[src/rtl/uart_echo_pkg.sv]
`default_nettype none
// ============================================================================
// Module   : uart_echo_pkg
// Purpose  : Shared encodings and the per-byte transform for uart_echo_fifo.
//            Mode encodings (pass/add/xor/bit-reverse), TX FSM states and a
//            width-generic transform function.
// Revision : 1.0 - initial release
// ============================================================================
package uart_echo_pkg;

  typedef enum logic [1:0] {
    MODE_PASS = 2'd0,
    MODE_ADD  = 2'd1,
    MODE_XOR  = 2'd2,
    MODE_REV  = 2'd3
  } mode_e;

  typedef enum logic [1:0] {
    TX_IDLE = 2'd0,
    TX_SEND = 2'd1,
    TX_WAIT = 2'd2
  } tx_state_e;

  // The transform works on a fixed container width so a package function
  // can serve any DATA_WIDTH up to this limit; the caller truncates.
  localparam int XFORM_MAX_W = 32;

  function automatic logic [XFORM_MAX_W-1:0] transform(
    input logic [XFORM_MAX_W-1:0] data,
    input logic [1:0]             mode,
    input int unsigned            width,
    input logic [XFORM_MAX_W-1:0] add_c,
    input logic [XFORM_MAX_W-1:0] xor_m
  );
    logic [XFORM_MAX_W-1:0] r;
    logic [XFORM_MAX_W-1:0] mask;
    logic [4:0]             src;
    mask = (width >= XFORM_MAX_W) ? '1
         : ((XFORM_MAX_W'(1) << width) - XFORM_MAX_W'(1));
    r    = data;
    src  = '0;
    case (mode)
      MODE_ADD: r = data + add_c;   // carry beyond width removed by mask
      MODE_XOR: r = data ^ xor_m;
      MODE_REV: begin
        r = '0;
        for (int i = 0; i < XFORM_MAX_W; i++) begin
          if (i < width) begin
            src        = 5'(width - 1 - i);
            r[5'(i)]   = data[src];
          end
        end
      end
      default:  r = data;
    endcase
    return r & mask;
  endfunction

endpackage
`default_nettype wire

[src/rtl/uart_echo_fifo_sync_fifo.sv]
`default_nettype none
// ============================================================================
// Module   : sync_fifo
// Purpose  : Single-clock FIFO with occupancy counter; full/empty derive
//            from the level. A push while full is accepted only when a pop
//            happens on the same edge.
// Ports    : clk, rst (async, active-high), push, pop, wdata -> rdata
//            (head, combinational), level, full, empty
// Revision : 1.0 - initial release
// ============================================================================
module sync_fifo #(
  parameter int DATA_WIDTH = 8,
  parameter int FIFO_DEPTH = 16
) (
  input  logic                          clk,
  input  logic                          rst,
  input  logic                          push,
  input  logic                          pop,
  input  logic [DATA_WIDTH-1:0]         wdata,
  output logic [DATA_WIDTH-1:0]         rdata,
  output logic [$clog2(FIFO_DEPTH):0]   level,
  output logic                          full,
  output logic                          empty
);
  localparam int c_addr_w = $clog2(FIFO_DEPTH);
  localparam int c_lvl_w  = c_addr_w + 1;
  localparam logic [c_lvl_w-1:0] c_fifo_depth = c_lvl_w'(FIFO_DEPTH);

  logic [DATA_WIDTH-1:0] mem_q [FIFO_DEPTH];
  logic [c_addr_w-1:0]   wr_ptr_q;
  logic [c_addr_w-1:0]   rd_ptr_q;
  logic [c_lvl_w-1:0]    level_q;
  logic                  w_push_ok;
  logic                  w_pop_ok;

  assign full      = (level_q == c_fifo_depth);
  assign empty     = (level_q == '0);
  assign w_pop_ok  = pop & ~empty;
  assign w_push_ok = push & (~full | w_pop_ok);
  assign rdata     = mem_q[rd_ptr_q];
  assign level     = level_q;

  always_ff @(posedge clk) begin
    if (w_push_ok) mem_q[wr_ptr_q] <= wdata;
  end

  always_ff @(posedge clk or posedge rst) begin
    if (rst) begin
      wr_ptr_q <= '0;
      rd_ptr_q <= '0;
      level_q  <= '0;
    end else begin
      if (w_push_ok) wr_ptr_q <= wr_ptr_q + 1'b1;
      if (w_pop_ok)  rd_ptr_q <= rd_ptr_q + 1'b1;
      case ({w_push_ok, w_pop_ok})
        2'b10:   level_q <= level_q + 1'b1;
        2'b01:   level_q <= level_q - 1'b1;
        default: level_q <= level_q;
      endcase
    end
  end
endmodule
`default_nettype wire

[src/rtl/uart_echo_fifo.sv]
`default_nettype none
// ============================================================================
// Module   : uart_echo_fifo
// Purpose  : Buffers bytes from uart_rx in a FIFO, applies a per-byte
//            transform and drains them to uart_tx with a start/done handshake.
// Ports    : rx_ready/rx_error/rx_data/mode in; tx_data/tx_start out,
//            tx_done in; ovf_clr in, overflow out (sticky); fifo_level, led.
// Options  : UART_ECHO_STATS_EN adds rx_count, drop_count, tx_count (16-bit
//            saturating) and shows rx_count on led while the FIFO is empty.
// Revision : 1.0 - initial release
// ============================================================================
module uart_echo_fifo
  import uart_echo_pkg::*;
#(
  parameter int                    DATA_WIDTH = 8,
  parameter int                    FIFO_DEPTH = 16,
  parameter int                    ADD_CONST  = 1,
  parameter logic [DATA_WIDTH-1:0] XOR_MASK   = 8'h20
) (
  input  logic                        clk,
  input  logic                        rst,
  input  logic                        rx_ready,
  input  logic                        rx_error,
  input  logic [DATA_WIDTH-1:0]       rx_data,
  input  logic [1:0]                  mode,
  output logic [DATA_WIDTH-1:0]       tx_data,
  output logic                        tx_start,
  input  logic                        tx_done,
  input  logic                        ovf_clr,
  output logic                        overflow,
  output logic [$clog2(FIFO_DEPTH):0] fifo_level,
  output logic [DATA_WIDTH-1:0]       led
`ifdef UART_ECHO_STATS_EN
  ,
  output logic [15:0]                 rx_count,
  output logic [15:0]                 drop_count,
  output logic [15:0]                 tx_count
`endif
);
  logic                  rx_ready_q;
  logic                  w_rx_edge;
  logic                  w_push_req;
  logic                  w_push_ok;
  logic                  w_drop;
  logic                  w_pop;
  logic                  w_full;
  logic                  w_empty;
  logic [DATA_WIDTH-1:0] w_push_data;
  logic [DATA_WIDTH-1:0] w_fifo_rdata;
  tx_state_e             state_q, state_d;
  logic [DATA_WIDTH-1:0] tx_data_q, tx_data_d;
  logic                  tx_start_q, tx_start_d;
  logic                  overflow_q, overflow_d;
  logic [DATA_WIDTH-1:0] led_q;

  // A held rx_ready level produces a single push on its rising edge.
  assign w_rx_edge   = rx_ready & ~rx_ready_q;
  assign w_push_req  = w_rx_edge & ~rx_error;
  assign w_push_data = DATA_WIDTH'(transform(XFORM_MAX_W'(rx_data), mode,
                         DATA_WIDTH, XFORM_MAX_W'(ADD_CONST),
                         XFORM_MAX_W'(XOR_MASK)));
  // A simultaneous pop frees the slot, so a push while full is not a drop.
  assign w_push_ok   = w_push_req & (~w_full | w_pop);
  assign w_drop      = w_push_req & w_full & ~w_pop;

  // Drop-set takes priority over a coincident clear.
  assign overflow_d  = w_drop ? 1'b1 : (ovf_clr ? 1'b0 : overflow_q);

  sync_fifo #(
    .DATA_WIDTH (DATA_WIDTH),
    .FIFO_DEPTH (FIFO_DEPTH)
  ) u_fifo (
    .clk   (clk),
    .rst   (rst),
    .push  (w_push_ok),
    .pop   (w_pop),
    .wdata (w_push_data),
    .rdata (w_fifo_rdata),
    .level (fifo_level),
    .full  (w_full),
    .empty (w_empty)
  );

  // tx_start is registered and rises one cycle after the head is loaded,
  // so tx_data is already settled when uart_tx sees the request.
  always_comb begin
    state_d    = state_q;
    tx_data_d  = tx_data_q;
    tx_start_d = 1'b0;
    w_pop      = 1'b0;
    case (state_q)
      TX_IDLE: begin
        if (!w_empty) begin
          w_pop     = 1'b1;
          tx_data_d = w_fifo_rdata;
          state_d   = TX_SEND;
        end
      end
      TX_SEND: begin
        // Only honour done once the request has actually been presented.
        if (tx_start_q && tx_done) state_d    = TX_WAIT;
        else                       tx_start_d = 1'b1;
      end
      TX_WAIT: begin
        if (!tx_done) state_d = TX_IDLE;
      end
      default: state_d = TX_IDLE;
    endcase
  end

  always_ff @(posedge clk or posedge rst) begin
    if (rst) begin
      rx_ready_q <= 1'b0;
      state_q    <= TX_IDLE;
      tx_data_q  <= '0;
      tx_start_q <= 1'b0;
      overflow_q <= 1'b0;
      led_q      <= '0;
    end else begin
      rx_ready_q <= rx_ready;
      state_q    <= state_d;
      tx_data_q  <= tx_data_d;
      tx_start_q <= tx_start_d;
      overflow_q <= overflow_d;
      if (w_rx_edge) led_q <= rx_error ? '1 : rx_data;
    end
  end

  assign tx_data  = tx_data_q;
  assign tx_start = tx_start_q;
  assign overflow = overflow_q;

`ifdef UART_ECHO_STATS_EN
  logic [15:0] rx_count_q;
  logic [15:0] drop_count_q;
  logic [15:0] tx_count_q;
  logic        w_sent;

  assign w_sent = (state_q == TX_SEND) && (state_d == TX_WAIT);

  always_ff @(posedge clk or posedge rst) begin
    if (rst) begin
      rx_count_q   <= '0;
      drop_count_q <= '0;
      tx_count_q   <= '0;
    end else begin
      if (w_push_ok && rx_count_q != 16'hFFFF)
        rx_count_q <= rx_count_q + 16'd1;
      if ((w_drop || (w_rx_edge && rx_error)) && drop_count_q != 16'hFFFF)
        drop_count_q <= drop_count_q + 16'd1;
      if (w_sent && tx_count_q != 16'hFFFF)
        tx_count_q <= tx_count_q + 16'd1;
    end
  end

  assign rx_count   = rx_count_q;
  assign drop_count = drop_count_q;
  assign tx_count   = tx_count_q;
  assign led        = w_empty ? rx_count_q[DATA_WIDTH-1:0] : led_q;
`else
  assign led        = led_q;
`endif

endmodule
`default_nettype wire

[config.mk]
export PLATFORM = sky130hd
export DESIGN_NAME = uart_echo_fifo
export DESIGN_NICKNAME = d
export VERILOG_FILES = /design/src/rtl/uart_echo_pkg.sv /design/src/rtl/uart_echo_fifo_sync_fifo.sv /design/src/rtl/uart_echo_fifo.sv
export SDC_FILE = /design/constraint.sdc
export NUM_CORES = 1
export LEC_CHECK = 0
export BUFFER_PORTS_ARGS = -buffer_cell sky130_fd_sc_hd__buf_2
export CAP_MARGIN = 10
export CELL_PAD_IN_SITES_DETAIL_PLACEMENT = 0
export CELL_PAD_IN_SITES_GLOBAL_PLACEMENT = 1
export CORE_ASPECT_RATIO = 0.6
export CORE_MARGIN = 2
export CORE_UTILIZATION = 37
export CTS_BUF_LIST = sky130_fd_sc_hd__clkbuf_2 sky130_fd_sc_hd__clkbuf_4 sky130_fd_sc_hd__clkbuf_8
export DETAILED_ROUTE_END_ITERATION = 8
export HOLD_SLACK_MARGIN = 0.05
export MAX_ROUTING_LAYER = met4
export PLACE_DENSITY = 0.64
export REMOVE_ABC_BUFFERS = 1
export SYNTH_ARGS = -nofsm -noshare
export SYNTH_HDL_FRONTEND = slang
export SYNTH_SLANG_ARGS = --single-unit
export TNS_END_PERCENT = 50
[constraint.sdc]
create_clock -name clk -period 8.1 [get_ports clk]
set_clock_uncertainty 0.1 [all_clocks]
set_input_delay 2.025 -clock clk [delete_from_list [all_inputs] [get_ports clk]]
set_output_delay 2.025 -clock clk [all_outputs]
set_load 0.01 [all_outputs]
==> results by stage, run 1 <==
Status:
- The run finished with clean final reports.

Logic synthesis:
- Counting flops and latches in the post-synthesis netlist gives 162.
- The gate count after technology mapping is 420.
- Of the synthesized area, sequential elements account for 0.686.
- The number of warnings issued by yosys is 0.
- The async set-or-reset flop fraction in the synthesized netlist is 0.210.
- A synthesized cell averages 16.3 um^2.
- The synthesized design contains 128 enable-type register cells.
- For this run, the leading register cell type out of synthesis is edfxtp_1.
- The netlist area before placement is 6840 um^2.
- After synthesis, the netlist uses 44 different library cells.

Placed design:
- The congestion estimate from routability-driven global placement came to 0.770.
- Summed over all nets, the half-perimeter wirelength after detailed placement is 9.55 mm.
- The number of port buffers is 38.
- Once placement finished, the instance area stood at 7270 um^2.

Timing:
- The final hold violation count is 0.
- The number of max-slew violations in the final report came to 0.
- The timing-limited maximum frequency is 0.229 GHz.
- The post-route setup TNS is 0 ns.
- The shortest period the worst path allows is 4.37 ns.
- The worst slew margin relative to its limit is 0.209.
- Setup violations remaining at the end of the flow were counted as 0.
- Setup repair after global routing left no endpoint under its margin.
- The pin slew with the least headroom to its limit is 1.18 ns.
- The share of the clock period used by the worst path is 0.540.

Worst setup path:
- The worst setup path is of the in2reg kind.
- Walking the worst path, the cells encountered are buf_2 > nand2b_1 > a211oi_2 > inv_1 > ha_1 > xor2_1 > ha_1 > o21a_1 > o21ai_0 > a32oi_1 > xnor2_1.
- The delay of the slowest critical-path stage is 0.61 ns.
- The dominant cell type by count on the critical path is ha_1.
- STA puts the critical path data arrival time at 4.60 ns.
- The largest individual stage delay along the critical path comes from the cell a211oi_2.
- The largest fanout of any net on the critical path is 18.
- The data required time of the worst path is 8.33 ns.
- The endpoint kind of the worst setup timing path is a flip-flop.
- Among cell families on the critical path, the largest total delay comes from compound AO/OA/AOI/OAI gates.
- The element type at the critical path start is an input port.
- Counting both buffers and inverters, the worst setup path holds a total of 2.

Floorplan:
- For this configuration, the core starts out at a cell density of 0.379.
- The floorplan has 38 rows.
- 39 I/O pins were placed.
- The die is 180 um wide.
- The floorplan step defined a die boundary enclosing 19600 um^2.
- The placeable core region is 18100 um^2.
- The floorplan step set the die height to 109 um.

Finish:
- The final core area utilization is 0.428.
- In the final layout, the share of cells above drive strength 1 is 0.240.
- The area growth from synthesis to layout is 13.1%.
- 0 antenna diodes ended up in the layout.
- After routing the design area is 7730 um^2.
- In the layout the commonest cells are edfxtp_1, buf_2, dfrtp_1.
- The most frequent standard cell in the layout excluding fill and tap cells is edfxtp_1.
- The number of nets in the layout is 488.

Clocking:
- The number of buffers inserted for hold repair after clock tree synthesis is 0.
- The number of post-CTS setup repair buffers is 0.
- The root buffer cell is clkbuf_8.
- Once the clock tree was built, the resizer swapped 0 gates to a different size.
- The maximum buffer depth of the clock tree is 2.
- The clock net sink count is 162.
- The number of clock buffers added by TritonCTS is 17.
- The later-pin clock latency in the skew report is 0.44 ns.
- The clock transition time at the flip-flop clock pins of the worst setup and hold paths is 0.09 ns.
- TritonCTS built the clock tree.
- The clock tree synthesis step divided the H-tree into 4 levels.

Routing:
- After detailed routing, the number of remaining DRC violations is 0.
- The count of routing violations after the opening detailed-route iteration is 413.
- Wires add up to 14.3 mm.
- Once detail routing completed, the nets flagged for antenna violations numbered 0.
- Detailed routing inserted a total of 3709 vias.
- The pre-antenna-repair detailed-routing pass consisted of 5 iterations.
- Using the TritonRoute via totals, the vias-per-cell ratio works out to 5.19.
- In the final routed layout, each cell accounts on average for 20.1 um.

Global route:
- Entering global routing, the biggest net connects 36 pins.
- The first-pass GRT wire length is 22.4 mm.
- After global routing the overflow that remains totals 0.
- The global-route usage over all layers is 0.161.
- The number of global-route vias before repair is 3658.
- The number of antenna violations at the first check in global routing is 0.

Power:
- The leakage power summed over all cells is 2.77 nW.
- The largest voltage drop on the vdd net is 136 uV.
- Dividing total power by cell area gives a power density of 327 nW/um^2.

Worst hold path:
- The worst hold path class is reg2reg.

Run:
- The tool flagged a number of max-cap violations equal to 0.
worst reg2reg max path, delay by kind of cell, from the launching register on:
family	cells	cell delay [ns]
AND/OR/NAND/NOR	1	0.58
flip-flops	1	0.50
AO/OA/AOI/OAI	4	1.18
adder cells (fa/ha/maj)	2	0.58
buffers and inverters	1	0.19
XOR/XNOR	2	0.32
path summary, 6_finish.rpt:
check	slack, ns	end	start	cells past startpoint
max	3.73	u_fifo.level[4]	rx_ready	11
min reg2reg	0.38	led[4]	led[4]	2
min	0.38	led[4]	led[4]	2
max reg2reg	4.53	u_fifo.level[4]	u_fifo.level[1]	10
min in group asynchronous	1.40	rx_ready_q	rst	2
max in group asynchronous	5.79	u_fifo.rd_ptr_q[0]	rst	3
cells in the mapped netlist, types with 2 or more instances:
| cell type | count | area share |
|---|---|---|
| a21oi_1 | 18 | 0.013 |
| xor2_1 | 5 | 0.0064 |
| nand2_1 | 26 | 0.014 |
| clkbuf_1 | 14 | 0.0077 |
| a211o_1 | 9 | 0.012 |
| xnor2_1 | 8 | 0.010 |
| mux4_1 | 8 | 0.031 |
| buf_6 | 2 | 0.0033 |
| nand3_1 | 4 | 0.0029 |
| ha_1 | 10 | 0.018 |
| o21ai_0 | 17 | 0.012 |
| mux4_2 | 24 | 0.079 |
| a31oi_1 | 2 | 0.0018 |
| dfrtp_1 | 34 | 0.12 |
| buf_4 | 2 | 0.0022 |
| nor3_1 | 4 | 0.0029 |
| o21a_1 | 2 | 0.0022 |
| mux2i_1 | 11 | 0.016 |
| buf_1 | 3 | 0.0016 |
| nor2b_1 | 12 | 0.011 |
| nand2b_1 | 4 | 0.0037 |
| inv_1 | 9 | 0.0049 |
| edfxtp_1 | 128 | 0.56 |
| buf_2 | 5 | 0.0037 |
| a22o_1 | 8 | 0.010 |
| nand4_1 | 3 | 0.0027 |
| nor2_1 | 27 | 0.015 |
| o22ai_1 | 4 | 0.0037 |
| and3_1 | 2 | 0.0018 |
logic make-up (layout without fill, tap and decap cells):
kind of cell / count (synthesis) / after routing / synth area share
xor+xnor: 13 / 13 / 0.0166
buf+inv: 38 / 93 / 0.0280
flops: 162 / 162 / 0.686
simple gates: 86 / 86 / 0.0593
compound gates: 67 / 67 / 0.0642
fa+ha+maj: 10 / 10 / 0.0183
mux: 44 / 44 / 0.127
power by group:
group,switching (mW),internal (mW),total (mW)
logic,0.421,0.359,0.780
registers,0.0853,0.991,1.08
clock network,0.323,0.347,0.670
total,0.829,1.70,2.53
flip-flops by register name, summed over array words and instances (netlist names):
name / count
tx_data: 8
u_fifo.wr_ptr_q: 4
led: 8
rx_ready_q: 1
overflow: 1
u_fifo.mem_q: 128
tx_start: 1
state_q: 2
u_fifo.level: 5
u_fifo.rd_ptr_q: 4
metal layers:
metal,vias up,track usage,part of all wire
met2,122,0.208,0.39
met3,12,0.0321,0.057
met5,-,-,0
met4,0,0.0418,0.0096
met1,1872,0.254,0.54
li1,1703,-,-
area by class of cell:
| cell class | count | area [um^2] |
|---|---|---|
| Clock buffer | 17 | 234 |
| Clock inverter | 15 | 220 |
| Fill cell | 1605 | 10300 |
| Inverter | 10 | 37.5 |
| Multi-Input combinational cell | 220 | 1960 |
| Sequential cell | 162 | 4700 |
| Tap cell | 240 | 300 |
| Timing Repair Buffer | 51 | 288 |
metrics by stage:
step / total power [mW] / cells / hold WS, ns / worst slack [ns]
final: 2.53 / 715 / 0.380 / 3.73
after global routing: 2.67 / 715 / 0.431 / 3.51
after CTS: 2.54 / 714 / 0.388 / 3.74
after detailed placement: 1.88 / 682 / 0.365 / 3.26
after global placement: 1.87 / 682 / 0.366 / 3.34
after floorplan: 1.62 / 392 / 0.416 / 3.84
No activity file was read; power rests on OpenSTA's default activity.
==> run 2: changes to the inputs <==
- PLACE_DENSITY: 0.64 -> 0.66
- clock period: 8.1 -> 3.5 ns (I/O delays scaled with it)
==> results by stage, run 2 (synthesis gave the netlist of run 1 again) <==
Timing:
- Counting I/O delays and the setup requirement, the final critical path takes 2.82 ns.
- The worst slew margin relative to its limit came to 0.226 (+0.0166).
- Based on the critical path, the design can be clocked at up to 0.355 GHz.
- The number of setup violations in the final report is 0 (unchanged).
- The post-route setup TNS is 0 ns (unchanged).
- The final hold violation count is 0 (unchanged).
- The pin slew with the least headroom to its limit was 1.16 ns (-0.0158 ns).
- The share of the clock period used by the worst path is 0.805.
- Setup repair after global routing left no endpoint under its margin.
- The number of max-slew violations in the final report is 0 (unchanged).
- The final hold slack is 0.386 ns (+0.00588 ns).

Power:
- The logic gate share of total power came to 0.307 (-0.002).
- The part of the total power dissipated in sequential elements is 0.451 (+0.025).
- The clock network fraction of design power is 0.243 (-0.022).
- The internal power summed over all cells is 3.83 mW (+130%).
- The power per standard cell area is 729 nW/um^2 (+120%).
- The switching power total was 1.88 mW (+130%).
- The largest voltage drop on the vdd net is 298 uV (+120%).
- The switching share of power is 0.329 (+0.000681).
- The leakage power summed over all cells was 2.86 nW (+3.1%).
- The post-layout total power was 5.71 mW (+130%).

Worst setup path:
- Among the stages of the critical path, the cell type that occurs most often is ha_1.
- The critical register-to-register path startpoint is u_fifo.level[1].
- The first element of the critical path is u_fifo.level[1].
- The data required time of the worst path came to 3.74 ns (-4.59 ns).
- The worst reg2reg path depth is 10 (unchanged).
- The endpoint of the worst register-to-register path is u_fifo.level[4].
- The delay of the slowest critical-path stage was 0.50 ns (-0.11 ns).
- The cell family with the largest share of critical-path delay is compound AO/OA/AOI/OAI gates.
- The type of the worst setup path is reg2reg.
- The critical path data arrival time came to 3.05 ns (-1.55 ns).
- The buffers plus inverters on the worst setup path is 1 (-1).
- The endpoint kind of the worst setup timing path is a flip-flop.
- The element type at the critical path start is a flip-flop.
- The register-to-register path setup slack is 0.68 ns (-3.85 ns).
- The slowest cell on the critical path is nor4_2.
- The largest fanout of any net on the critical path is 9 (-9).
- The critical path goes through nor4_2 > a211o_1 > inv_2 > ha_1 > xor2_1 > ha_1 > o21a_1 > o21ai_0 > a32oi_1 > xnor2_1.

Floorplan:
- The placeable core region was 18100 um^2 (unchanged).
- The row count is 38 (unchanged).
- The overall die width is 180 um (unchanged).
- The area of the die is 19600 um^2 (unchanged).
- The initial standard-cell utilization of the core came to 0.379 (unchanged).
- The top-level I/O count is 39 (unchanged).
- The chip height is 109 um (unchanged).

Clocking:
- The TritonCTS clock tree is yes.
- The post-CTS resize count is 0 (unchanged).
- The root buffer cell is clkbuf_8.
- The number of post-CTS setup repair buffers is 0 (unchanged).
- The clock transition time at the flip-flop clock pins of the worst setup and hold paths is 0.09 ns (about the same).
- The CTS buffer count was 17 (unchanged).
- The maximum buffer depth of the clock tree is 2 (unchanged).
- The number of H-tree branching levels is 4 (unchanged).
- The number of buffers inserted for hold repair after clock tree synthesis came to 0 (unchanged).
- The later-pin clock latency in the skew report was 0.44 ns (about the same).
- The clock net sink count came to 162 (unchanged).

Finish:
- The share of final-layout standard cells stronger than drive strength 1 is 0.266 (+0.0257).
- The number of nets in the layout is 506 (+3.7%).
- The layout filler cell count is 1630 (+1.6%).
- Leaving out fill and tap cells, the most frequent cell in the layout is edfxtp_1.
- The flip-flop count of the largest register after layout came to 128 (unchanged).
- Leaving out fill and tap cells, the most frequent cells in the layout are edfxtp_1, buf_2, dfrtp_1.
- The register containing the most flip-flops in the final layout is u_fifo.mem_q.
- The post-route standard cell area excluding fillers is 7840 um^2 (+1.3%).
- The signed area change from the synthesized netlist to the final layout is 14.6%.
- The number of diodes added for antenna fixing was 0 (unchanged).

Global route:
- The number of global-route vias before repair came to 3855 (+5.4%).
- The pin count of the biggest net entering global routing is 28 (-22%).
- The first-pass GRT wire length is 22.2 mm (-0.74%).
- The total global routing overflow was 0 (unchanged).
- The number of antenna violations at the first check in global routing is 0 (unchanged).
- The global-route usage over all layers is 0.160 (-0.00129).

Placed design:
- The number of port buffers is 38 (unchanged).
- The cell area after placement is 7400 um^2 (+1.9%).
- The HPWL reported at the end of detailed placement is 9.72 mm (+1.8%).
- The global placement routability congestion is 0.789 (+2.5%).

Worst hold path:
- The worst hold path class is reg2reg.
- The hold path startpoint is led[1].
- The hold path depth is 2 (unchanged).
- The endpoint of the worst hold-timing path is led[1].

Status:
- The flow ran to the end, and the final reports show no timing, DRC or antenna violations.

Routing:
- The number of antenna-violating nets in the routed design is 0 (unchanged).
- The via density per instance is 5.17 (-0.30%).
- The final routed DRC violation total is 0 (unchanged).
- The detail-routed net length per standard cell is 19.6 um (-2.4%).
- The number of detailed-route iterations in the first pass is 5 (unchanged).
- The total detailed-routing wirelength is 14.4 mm (about the same).
- The via count is 3791 (+2.2%).
- The count of routing violations after the opening detailed-route iteration is 285 (-31%).

Run:
- The max-cap check violation count was 0 (unchanged).
run 2: how the worst max path moves through the flow:
stage                            endpoint  slack [ns]  depth (start not counted)
after floorplan           u_fifo.level[4]        0.39                         10
after global placement    u_fifo.level[4]        0.57                         10
after detailed placement  u_fifo.level[4]        0.53                         10
after CTS                 u_fifo.level[4]        0.65                         10
after global routing      u_fifo.level[4]        0.39                         10
final                     u_fifo.level[4]        0.68                         10
run 2: metal layers:
| layer | track usage | vias up | wire [um] |
|---|---|---|---|
| li1 | - | 1747 | - |
| met1 | 0.240 | 1933 | 7690 |
| met2 | 0.217 | 102 | 5860 |
| met3 | 0.0311 | 9 | 670 |
| met4 | 0.0494 | 0 | 138 |
| met5 | - | - | 0 |
run 2: worst register-to-register path, delay by kind of cell, from the launching register on:
kind	cells	cell delay, ns
AOI/OAI and AO/OA	4	0.70
xor gates and xnor gates	2	0.32
adders and majority gates	2	0.53
buffers and inverters	1	0.08
DFF	1	0.49
and+or+nand+nor	1	0.51
run 2: metrics by stage:
stage                     std cells   util  worst slack [ns]
after floorplan                 392      -             0.393
after global placement          700  0.410             0.573
after detailed placement        700  0.410             0.529
after CTS                       732  0.432             0.651
after global routing            733  0.434             0.387
final                           733  0.434             0.682
run 2: power groups by stage:
stage / Sequential [mW] / Combinational (mW) / Clock, mW
floorplan: 2.68 / 1.07 / 0
global placement: 2.61 / 1.73 / 0
detailed placement: 2.62 / 1.76 / 0
CTS: 2.58 / 1.77 / 1.42
global route: 2.62 / 1.92 / 1.49
finish: 2.58 / 1.75 / 1.39
run 2: area by class of cell:
class | count | area, um^2 | area share
timing repair buffer | 69 | 443 | 0.0565
clock inverter | 13 | 151 | 0.0193
clock buffer | 19 | 255 | 0.0326
multi-input combinational | 220 | 1960 | 0.249
tap | 240 | 300 | 0.0383
sequential | 162 | 4700 | 0.599
inverter | 10 | 37.5 | 0.00479
